**config.mk**
```make
export PLATFORM = sky130hd
export DESIGN_NAME = jam_param
export DESIGN_NICKNAME = d
export VERILOG_FILES = /design/src/rtl/jam_param.sv
export SDC_FILE = /design/constraint.sdc
export NUM_CORES = 1
export LEC_CHECK = 0
export CAP_MARGIN = 20
export CORE_UTILIZATION = 30
export CTS_BUF_LIST = sky130_fd_sc_hd__clkbuf_8
export CTS_CLUSTER_SIZE = 25
export DETAILED_ROUTE_END_ITERATION = 7
export GPL_TIMING_DRIVEN = 0
export SETUP_SLACK_MARGIN = 0.2
export SLEW_MARGIN = 20
export SYNTH_ARGS = -nofsm -noshare
export SYNTH_HDL_FRONTEND = slang
export SYNTH_SLANG_ARGS = --single-unit
```
**constraint.sdc**
```tcl
create_clock -name CLK -period 14.1 [get_ports CLK]
set_input_delay 3.525 -clock CLK [delete_from_list [all_inputs] [get_ports CLK]]
set_output_delay 3.525 -clock CLK [all_outputs]
set_load 0.02 [all_outputs]
```
**src/rtl/jam_param.sv**
```systemverilog
`default_nettype none
// ============================================================================
//  Module   : jam_param
//  Function : Exhaustive job-assignment engine. Loads an N x N cost matrix
//             from an external synchronous cost ROM, walks all N! worker-to-
//             job permutations in lexicographic order and reports the minimum
//             total cost, the number of permutations reaching it (saturating)
//             and, optionally, the lexicographically first optimal permutation.
//  Options  : define JAM_BEST_PERM_EN to add the BestPerm output port.
//  Revision : 1.0 - initial release
// ============================================================================
module jam_param #(
    parameter int N       = 8,
    parameter int COST_W  = 7,
    parameter int COUNT_W = 16,
    localparam int IW     = (N > 2) ? $clog2(N) : 1,
    localparam int TW     = COST_W + $clog2(N)
) (
    input  logic               CLK,
    input  logic               RST,
    input  logic               start,
    output logic               busy,
    output logic [IW-1:0]      W,
    output logic [IW-1:0]      J,
    input  logic [COST_W-1:0]  Cost,
    output logic [TW-1:0]      MinCost,
    output logic [COUNT_W-1:0] MatchCount,
    output logic               Valid
`ifdef JAM_BEST_PERM_EN
    ,
    output logic [N*IW-1:0]    BestPerm
`endif
);

    // Load counter spans 0..N*N: one extra cycle to catch the last ROM word.
    localparam int CW = $clog2(N * N + 1);

    typedef enum logic [2:0] {
        S_IDLE = 3'd0,
        S_LOAD = 3'd1,
        S_EVAL = 3'd2,
        S_CMP  = 3'd3,
        S_NEXT = 3'd4,
        S_DONE = 3'd5
    } state_t;

    state_t               state_q;
    logic [COST_W-1:0]    mem_q [N][N];
    logic [IW-1:0]        perm_q [N];
    logic [IW-1:0]        perm_d [N];
    logic [IW-1:0]        perm_sw [N];
    logic                 has_next;
    logic [IW-1:0]        piv_i;
    logic [IW-1:0]        piv_j;
    logic [TW-1:0]        total_d;
    logic [TW-1:0]        total_q;
    logic [IW-1:0]        w_q;
    logic [IW-1:0]        j_q;
    logic [IW-1:0]        cw_q;
    logic [IW-1:0]        cj_q;
    logic [CW-1:0]        cnt_q;
    logic [TW-1:0]        min_q;
    logic [COUNT_W-1:0]   match_q;
    logic                 valid_q;
    logic                 busy_q;
`ifdef JAM_BEST_PERM_EN
    logic [N*IW-1:0]      best_q;
`endif

    assign busy       = busy_q;
    assign W          = w_q;
    assign J          = j_q;
    assign MinCost    = min_q;
    assign MatchCount = match_q;
    assign Valid      = valid_q;
`ifdef JAM_BEST_PERM_EN
    assign BestPerm   = best_q;
`endif

    // Total cost of the current permutation; TW bits cannot overflow.
    always_comb begin
        total_d = '0;
        for (int k = 0; k < N; k++) begin
            total_d = total_d + TW'(mem_q[k][perm_q[k]]);
        end
    end

    // Next lexicographic permutation: pivot search, swap, then suffix reversal.
    always_comb begin
        has_next = 1'b0;
        piv_i    = '0;
        piv_j    = '0;
        for (int k = 0; k < N - 1; k++) begin
            if (perm_q[k] < perm_q[k + 1]) begin
                has_next = 1'b1;
                piv_i    = IW'(k);
            end
        end
        for (int k = 0; k < N; k++) begin
            if ((IW'(k) > piv_i) && (perm_q[k] > perm_q[piv_i])) begin
                piv_j = IW'(k);
            end
        end
        perm_sw        = perm_q;
        perm_sw[piv_i] = perm_q[piv_j];
        perm_sw[piv_j] = perm_q[piv_i];
        perm_d         = perm_sw;
        // Positions after the pivot are mirrored: k maps to N-1-(k-piv_i-1).
        for (int k = 0; k < N; k++) begin
            if (IW'(k) > piv_i) begin
                perm_d[k] = perm_sw[IW'(N + int'(piv_i) - k)];
            end
        end
    end

    // Control FSM with all outputs registered.
    always_ff @(posedge CLK) begin
        if (RST) begin
            state_q <= S_IDLE;
            busy_q  <= 1'b0;
            valid_q <= 1'b0;
            w_q     <= '0;
            j_q     <= '0;
            cw_q    <= '0;
            cj_q    <= '0;
            cnt_q   <= '0;
            total_q <= '0;
            min_q   <= '1;
            match_q <= '0;
            for (int k = 0; k < N; k++) begin
                perm_q[k] <= IW'(k);
            end
`ifdef JAM_BEST_PERM_EN
            for (int k = 0; k < N; k++) begin
                best_q[k*IW +: IW] <= IW'(k);
            end
`endif
        end else begin
            case (state_q)
                S_IDLE: begin
                    if (start) begin
                        valid_q <= 1'b0;
                        busy_q  <= 1'b1;
                        min_q   <= '1;
                        match_q <= '0;
                        w_q     <= '0;
                        j_q     <= '0;
                        cnt_q   <= '0;
                        for (int k = 0; k < N; k++) begin
                            perm_q[k] <= IW'(k);
                        end
                        state_q <= S_LOAD;
                    end
                end

                S_LOAD: begin
                    // Remember this cycle's address; its data returns next cycle.
                    cw_q <= w_q;
                    cj_q <= j_q;
                    if (cnt_q != '0) begin
                        mem_q[cw_q][cj_q] <= Cost;
                    end
                    // Row-major walk that parks on (N-1,N-1).
                    if (j_q != IW'(N - 1)) begin
                        j_q <= j_q + IW'(1);
                    end else if (w_q != IW'(N - 1)) begin
                        w_q <= w_q + IW'(1);
                        j_q <= '0;
                    end
                    cnt_q <= cnt_q + CW'(1);
                    if (cnt_q == CW'(N * N)) begin
                        state_q <= S_EVAL;
                    end
                end

                S_EVAL: begin
                    total_q <= total_d;
                    state_q <= S_CMP;
                end

                S_CMP: begin
                    if (total_q < min_q) begin
                        min_q   <= total_q;
                        match_q <= COUNT_W'(1);
`ifdef JAM_BEST_PERM_EN
                        for (int k = 0; k < N; k++) begin
                            best_q[k*IW +: IW] <= perm_q[k];
                        end
`endif
                    end else if ((total_q == min_q) && (match_q != {COUNT_W{1'b1}})) begin
                        match_q <= match_q + COUNT_W'(1);
                    end
                    state_q <= S_NEXT;
                end

                S_NEXT: begin
                    if (has_next) begin
                        perm_q  <= perm_d;
                        state_q <= S_EVAL;
                    end else begin
                        state_q <= S_DONE;
                    end
                end

                S_DONE: begin
                    valid_q <= 1'b1;
                    busy_q  <= 1'b0;
                    state_q <= S_IDLE;
                end

                default: begin
                    state_q <= S_IDLE;
                end
            endcase
        end
    end

endmodule
`default_nettype wire

```
==> results of run 1 <==
## registers in the layout, indices dropped and copies added, names as in the netlist
name and flops:
busy 1, cw_q 3, cj_q 3, perm_q 24
MinCost 10, mem_q 448, total_q 10, Valid 1
state_q 3, MatchCount 16, J 3, W 3
cnt_q 7
## Yosys cell counts (24+ instances only)
| cell | count | share of area, % |
|---|---|---|
| sky130_fd_sc_hd__nor3_1 | 37 | 0.71 |
| sky130_fd_sc_hd__nor2_1 | 189 | 2.7 |
| sky130_fd_sc_hd__dfxtp_1 | 84 | 6.5 |
| sky130_fd_sc_hd__mux4_2 | 112 | 9.7 |
| sky130_fd_sc_hd__clkbuf_1 | 70 | 1.0 |
| sky130_fd_sc_hd__fa_1 | 41 | 3.2 |
| sky130_fd_sc_hd__ha_1 | 64 | 3.1 |
| sky130_fd_sc_hd__mux2i_1 | 54 | 2.1 |
| sky130_fd_sc_hd__nand2_1 | 206 | 3.0 |
| sky130_fd_sc_hd__o21ai_0 | 41 | 0.79 |
| sky130_fd_sc_hd__edfxtp_1 | 448 | 52 |
| sky130_fd_sc_hd__a31oi_1 | 24 | 0.58 |
| sky130_fd_sc_hd__inv_1 | 74 | 1.1 |
| sky130_fd_sc_hd__a21oi_1 | 90 | 1.7 |
| sky130_fd_sc_hd__nand3_1 | 35 | 0.68 |
## kinds of logic (layout without fill, tap and decap cells)
kind of cell / count (synthesis) / count (layout) / share of synthesized area (%)
buf+inv: 187 / 395 / 2.96
fa+ha+maj: 105 / 105 / 6.25
mux: 182 / 182 / 12.5
compound gates: 350 / 350 / 9.59
flops: 532 / 532 / 58.4
simple gates: 561 / 561 / 9.70
xor+xnor: 19 / 19 / 0.642
other cells: 0 / 1 / 0
## cells in the final DEF, fill, tap and decap left out, types with 9 or more instances in the layout
cell type | Yosys | final
sky130_fd_sc_hd__nor3_1 | 37 | 34
sky130_fd_sc_hd__nor4_1 | 9 | 9
sky130_fd_sc_hd__nand3_1 | 35 | 35
sky130_fd_sc_hd__nor2_1 | 189 | 189
sky130_fd_sc_hd__clkbuf_8 | 0 | 93
sky130_fd_sc_hd__nand3b_1 | 9 | 9
sky130_fd_sc_hd__a21o_1 | 12 | 12
sky130_fd_sc_hd__ha_1 | 64 | 64
sky130_fd_sc_hd__nor2b_1 | 10 | 10
sky130_fd_sc_hd__or3_1 | 11 | 11
sky130_fd_sc_hd__a21oi_1 | 90 | 90
sky130_fd_sc_hd__o211ai_1 | 19 | 19
sky130_fd_sc_hd__nand2_1 | 206 | 206
sky130_fd_sc_hd__clkinv_1 | 6 | 25
sky130_fd_sc_hd__o21ai_1 | 11 | 10
sky130_fd_sc_hd__buf_2 | 5 | 11
sky130_fd_sc_hd__edfxtp_1 | 448 | 448
sky130_fd_sc_hd__o21ai_0 | 41 | 41
sky130_fd_sc_hd__and2_1 | 9 | 9
sky130_fd_sc_hd__a311oi_1 | 9 | 9
sky130_fd_sc_hd__o21a_1 | 12 | 12
sky130_fd_sc_hd__o21bai_1 | 13 | 13
sky130_fd_sc_hd__clkbuf_1 | 70 | 70
sky130_fd_sc_hd__dfxtp_1 | 84 | 84
sky130_fd_sc_hd__mux2_2 | 16 | 16
sky130_fd_sc_hd__buf_1 | 17 | 17
sky130_fd_sc_hd__nand4_1 | 9 | 9
sky130_fd_sc_hd__xor2_1 | 11 | 11
sky130_fd_sc_hd__clkdlybuf4s50_1 | 0 | 35
sky130_fd_sc_hd__fa_1 | 41 | 41
sky130_fd_sc_hd__a211oi_1 | 16 | 16
sky130_fd_sc_hd__mux2i_1 | 54 | 54
sky130_fd_sc_hd__a31oi_1 | 24 | 24
sky130_fd_sc_hd__mux4_2 | 112 | 112
sky130_fd_sc_hd__inv_1 | 74 | 104
## layer usage
layer  vias up  GRT usage (%)
met3       142           3.24
met5         -              0
li1       7681              -
met2       634           28.1
met1      8709           23.0
met4         0           7.02
## worst max path at each step
stage	endpoint	slack, ns	startpoint	cells after the start
after global routing	perm_q[5]$_SDFFE_PP1P_	3.15	perm_q[5]$_SDFFE_PP1P_	25
after global placement	perm_q[5]$_SDFFE_PP1P_	3.59	perm_q[5]$_SDFFE_PP1P_	25
after floorplan	perm_q[17]$_SDFFE_PP0P_	7.79	perm_q[5]$_SDFFE_PP1P_	27
final	perm_q[17]$_SDFFE_PP0P_	3.44	perm_q[5]$_SDFFE_PP1P_	26
after detailed placement	perm_q[17]$_SDFFE_PP0P_	3.76	perm_q[5]$_SDFFE_PP1P_	26
after CTS	perm_q[17]$_SDFFE_PP0P_	3.73	perm_q[5]$_SDFFE_PP1P_	26
## layout make-up
type	instances	area share, %
clock inverters	65	1.24
plain buffers	102	1.52
multi-input cells	1217	34.0
inverters	85	1.08
clock buffers	93	4.33
repair buffers	50	1.75
flip-flops and latches	532	51.2
diodes	1	0.00847
well taps	1144	4.84
## metrics by stage
stage                     total power [W]  std cells  setup slack, ns  util (%)  instance area [um^2]
after floorplan                   0.00179       1936             7.79         -                 25900
after global placement            0.00183       3122             3.59      32.5                 27800
after detailed placement          0.00184       3130             3.76      32.7                 27900
after CTS                         0.00313       3288             3.73      34.6                 29600
after global routing              0.00320       3289             3.15      34.6                 29600
final                             0.00310       3289             3.44      34.6                 29600
## where the power goes
part,total [W],internal [W],switching [W]
registers,0.00171,0.00171,0.00000326
clock network,0.00129,0.000667,0.000625
logic,0.0000941,0.0000271,0.0000670
total,0.00310,0.00240,0.000696
## worst reg2reg max path, delay by kind of cell (launching register included)
kind,cells,cell delay [ns]
DFF,1,0.38
AOI/OAI and AO/OA,11,4.99
and+or+nand+nor,7,1.25
adders and majority gates,2,1.12
buffers and inverters,6,2.78
==> flow_summary.ini, run 1 <==
[run_status]
run_status = complete, no violations

[synth]
synth_sequential_area_ratio_pct = 58.4
synth.net_count = 2051
synth_seq_cells = 532
netlist_instances = 1936
yosys_warnings = 0
avgSynthCellArea_um2 = 13.4
synth_edf_count = 448
ys_dominant_reg_cell = sky130_fd_sc_hd__edfxtp_1
synth_cell_type_count = 97
mappedNetlistArea_um2 = 25900
synth_async_sr_flop_share_pct = 0

[floorplanning]
die_area_um2 = 87600
floorplan.die.width_um = 296
io_pins = 44
initial_utilization_pct = 30.4
coreArea_um2 = 85400
floorplan.die.height_um = 296
rows = 107

[worst_setup_path]
arrival_ns = 11.18
cp_top_family = compound AO/OA/AOI/OAI gates
setup.worst_path.end_class = flop
timing_worst_setup_path_type = flop to flop
worst-r2r-setup-slack_ns = 3.44
startpoint_type_of_the_worst_setup_path = flop
critical_path_peak_fanout = 15
reg2reg_from = perm_q[5]$_SDFFE_PP1P_
slowest_stage = sky130_fd_sc_hd__clkinv_1
worst-r2r-cell-count = 26
critical_path.max_stage_delay_ns = 0.98
worst-endpoint-required_ns = 14.62
reg2reg_to = perm_q[17]$_SDFFE_PP0P_
buffer_and_inverter_count_on_the_worst_path = 6

[power]
p_per_area_nw_per_um2 = 105
power_leakage_nw = 10.0
power.ir.vdd_worst_uv = 59.3

[clocking]
cts_hold_buffers = 0
post_cts_resized = 0
insertion_delay_ns = 0.68
cts.path.max_buffers = 3
cts-htree-levels = 3
clock_tree.root_cell = sky130_fd_sc_hd__clkbuf_8
clock-sinks = 532
cts_tree = yes
number_of_buffers_created_by_cts = 87
postCtsSetupBuffers = 0
clk_pin_slew_ns = 0.08

[timing]
finalSetupTns_ns = 0
report.final.setup_viol = 0
setup_repair_after_global_routing_missed_its_margin = false
hold_violations = 0
timing.hold.ws_ns = 0.478
post-route-min-period_ns = 10.66
layout_worst_path_cycle_share_pct = 75.6
finalClockSkew_ns = 0.0401
timing_worst_slew_pin_value_ns = 1.18
fmax_mhz = 93.8
slew_headroom_pct = 21.2
report.final.slew_viol_count = 0

[placed_design]
detailed_place_hpwl_um = 54100
port-buffer-count = 42
finalWeightedCongestion = 0.933

[route]
routed_wirelength_um = 75700
drt-met1-wl_um = 32000
detailroute.via_count = 17200
met3_length_um = 5410
routed_wire_length_per_instance_um = 23.0
dr.pass1.iters = 7
route.top_layer_used = met4
ant_nets = 0
avgViaCountPerCell = 5.22
met2_wirelength_um = 35700
initialDrtViolationCount = 1742
detail_route.drc_violations = 0

[worst_hold_path]
hold_path.startpoint = cj_q[0]$_SDFFE_PP0P_
min_to = cj_q[0]$_SDFFE_PP0P_
min_delay_path_depth = 2
hp-class = flop to flop

[global_route]
grt_overflow_total = 0
grt_usage_pct = 17.4
first_global_vias = 17400
grt_max_degree = 65
global_route_wire_length_before_repair_um = 112000
antenna_found_initial = 1

[job]
maxCapViolCount = 0

[cells_and_area]
share_of_final_layout_standard_cells_stronger_than_drive_strength_1_pct = 14.7
sequential_cell_area_in_the_final_layout_um2 = 15100
multi_input_comb_area_um2 = 10100
layout.filler_cells = 8392
num-nets-final = 2190
p_r_area_growth_vs_syn_pct = 14.0
Note: power is estimated with default switching activity, not from simulation.
==> run 2: changes to the inputs <==
- clock period: 14.1 -> 10.9 ns (I/O delays scaled with it)
==> flow_summary.ini, run 2 (synthesis results as in run 1) <==
[run_status]
run_status = complete, no violations

[worst_setup_path]
arrival_ns = 10.55
worst-r2r-cell-count = 25
setup.worst_path.end_class = flop
critical_path_peak_fanout = 15
worst-endpoint-required_ns = 11.44
startpoint_type_of_the_worst_setup_path = flop
timing_worst_setup_path_type = flop to flop

[floorplanning]
die_area_um2 = 87600
coreArea_um2 = 85400
floorplan.die.height_um = 296
floorplan.die.width_um = 296
rows = 107
io_pins = 44
initial_utilization_pct = 30.4

[power]
power_frac_clock_pct = 41.7
power_leakage_nw = 10.0
sw_ratio_pct = 22.4
seqPwrFrac_pct = 55.3
power.ir.vdd_worst_uv = 76.7
power_frac_comb_pct = 3.0
p_per_area_nw_per_um2 = 135
internal_power_w = 0.00310
switching_power_w = 0.000898

[timing]
hold_violations = 0
layout_worst_path_cycle_share_pct = 91.8
finalSetupTns_ns = 0
report.final.setup_viol = 0
timing_worst_slew_pin_value_ns = 1.17
report.final.slew_viol_count = 0
slew_headroom_pct = 21.7
fmax_mhz = 99.9
finalClockSkew_ns = 0.0383
setup_repair_after_global_routing_missed_its_margin = false
post-route-min-period_ns = 10.01
timing.hold.ws_ns = 0.479

[clocking]
clock_tree.root_cell = sky130_fd_sc_hd__clkbuf_8
clk_pin_slew_ns = 0.06
insertion_delay_ns = 0.68
cts.path.max_buffers = 3
number_of_buffers_created_by_cts = 87
cts_tree = yes
cts-htree-levels = 3
cts_hold_buffers = 0
postCtsSetupBuffers = 0
clock-sinks = 532

[cells_and_area]
most-common-layout-cells = sky130_fd_sc_hd__edfxtp_1 (448), sky130_fd_sc_hd__nand2_1 (206), sky130_fd_sc_hd__nor2_1 (189)
layout.filler_cells = 8392
largest_register_ff_count = 448
p_r_area_growth_vs_syn_pct = 14.0
layout_commonest_cell = sky130_fd_sc_hd__edfxtp_1
final_core_utilization_pct = 34.6
largest-register = mem_q
instances_no_fill = 3289
final_area_um2 = 29600
num-nets-final = 2190
share_of_final_layout_standard_cells_stronger_than_drive_strength_1_pct = 14.7

[route]
routed_wire_length_per_instance_um = 23.0
initialDrtViolationCount = 1726
detail_route.drc_violations = 0
avgViaCountPerCell = 5.22
dr.pass1.iters = 7
routed_wirelength_um = 75700
ant_nets = 0
detailroute.via_count = 17200

[global_route]
antenna_found_initial = 1
global_route_wire_length_before_repair_um = 112000
grt_usage_pct = 17.4
first_global_vias = 17400
grt_overflow_total = 0
grt_max_degree = 65

[placed_design]
port-buffer-count = 42
detailed_place_hpwl_um = 54100
dpl-instance-area_um2 = 27900
place.detailed.instances = 3130
finalWeightedCongestion = 0.933

[worst_hold_path]
min_delay_path_depth = 2
hp-class = flop to flop

[job]
maxCapViolCount = 0
[run 2: cell count changes in the layout (fill, tap and decap cells not counted)]
| cell | delta |
|---|---|
| sky130_fd_sc_hd__clkinv_1 | -1 |
| sky130_fd_sc_hd__clkinvlp_4 | +1 |
| sky130_fd_sc_hd__o31ai_2 | -1 |
| sky130_fd_sc_hd__o31ai_4 | +1 |
[run 2: stage by stage]
step,setup WS (ns),power (W)
floorplan,4.59,0.00231
global placement,0.386,0.00237
detailed placement,0.560,0.00238
CTS,0.527,0.00405
global route,0.626,0.00414
finish,0.892,0.00400
[run 2: layer usage]
metal | global-route usage [%] | part of all wire (%)
met2 | 28.1 | 47
met3 | 3.24 | 7.2
met1 | 23.0 | 42
met4 | 7.02 | 3.4
met5 | 0 | 0
[run 2: critical path, stage by stage, from the launching register on]
cell	delay, ns
sky130_fd_sc_hd__dfxtp_1	0.38
sky130_fd_sc_hd__clkbuf_1	0.60
sky130_fd_sc_hd__inv_1	0.16
sky130_fd_sc_hd__clkbuf_1	0.44
sky130_fd_sc_hd__ha_1	0.47
sky130_fd_sc_hd__nand2_1	0.09
sky130_fd_sc_hd__o21ai_1	0.51
sky130_fd_sc_hd__o211ai_1	0.32
sky130_fd_sc_hd__nand2_1	0.23
sky130_fd_sc_hd__clkbuf_1	0.40
sky130_fd_sc_hd__a211oi_1	0.19
sky130_fd_sc_hd__o31ai_4	0.66
sky130_fd_sc_hd__clkinvlp_4	0.66
sky130_fd_sc_hd__ha_1	0.52
sky130_fd_sc_hd__nand2_1	0.09
sky130_fd_sc_hd__nor2_1	0.04
sky130_fd_sc_hd__o21ai_0	0.57
sky130_fd_sc_hd__o21ai_0	0.29
sky130_fd_sc_hd__nor4_1	0.23
sky130_fd_sc_hd__a2bb2oi_1	0.80
sky130_fd_sc_hd__a221oi_1	0.50
sky130_fd_sc_hd__o21a_1	0.36
sky130_fd_sc_hd__a31oi_1	0.49
sky130_fd_sc_hd__a2bb2oi_1	0.36
sky130_fd_sc_hd__a21boi_0	0.15
sky130_fd_sc_hd__o211ai_1	0.33
[run 2: layout make-up]
class                   count  area, um^2  share of cell area [%]
flip-flops and latches    532       15100                    51.2
inverters                  85         323                    1.09
plain buffers             102         449                    1.52
clock buffers              93        1280                    4.33
repair buffers             50         518                    1.75
clock inverters            65         368                    1.24
diodes                      1        2.50                 0.00846
multi-input cells        1217       10100                    34.0
well taps                1144        1430                    4.84
[run 2: final timing paths]
| check | start | to | slack (ns) |
|---|---|---|---|
| max | perm_q[5]$_SDFFE_PP1P_ | perm_q[5]$_SDFFE_PP1P_ | 0.89 |
| min | cj_q[0]$_SDFFE_PP0P_ | cj_q[0]$_SDFFE_PP0P_ | 0.48 |
| max reg2reg | perm_q[5]$_SDFFE_PP1P_ | perm_q[5]$_SDFFE_PP1P_ | 0.89 |
| min reg2reg | cj_q[0]$_SDFFE_PP0P_ | cj_q[0]$_SDFFE_PP0P_ | 0.48 |
[run 2: repair_timing]
action / 4_1_cts / 5_1_grt
hold endpoints to repair: 0 / 0
setup endpoints to repair: 0 / 3
gates resized for setup: 0 / 2
[run 2: power groups by stage]
stage | clock (W) | combinational (W) | sequential (W)
2_1_floorplan | 0 | 0.0000577 | 0.00225
3_3_place_gp | 0 | 0.000113 | 0.00226
3_5_place_dp | 0 | 0.000122 | 0.00225
4_1_cts | 0.00171 | 0.000122 | 0.00221
5_1_grt | 0.00179 | 0.000133 | 0.00221
6_report | 0.00167 | 0.000122 | 0.00221
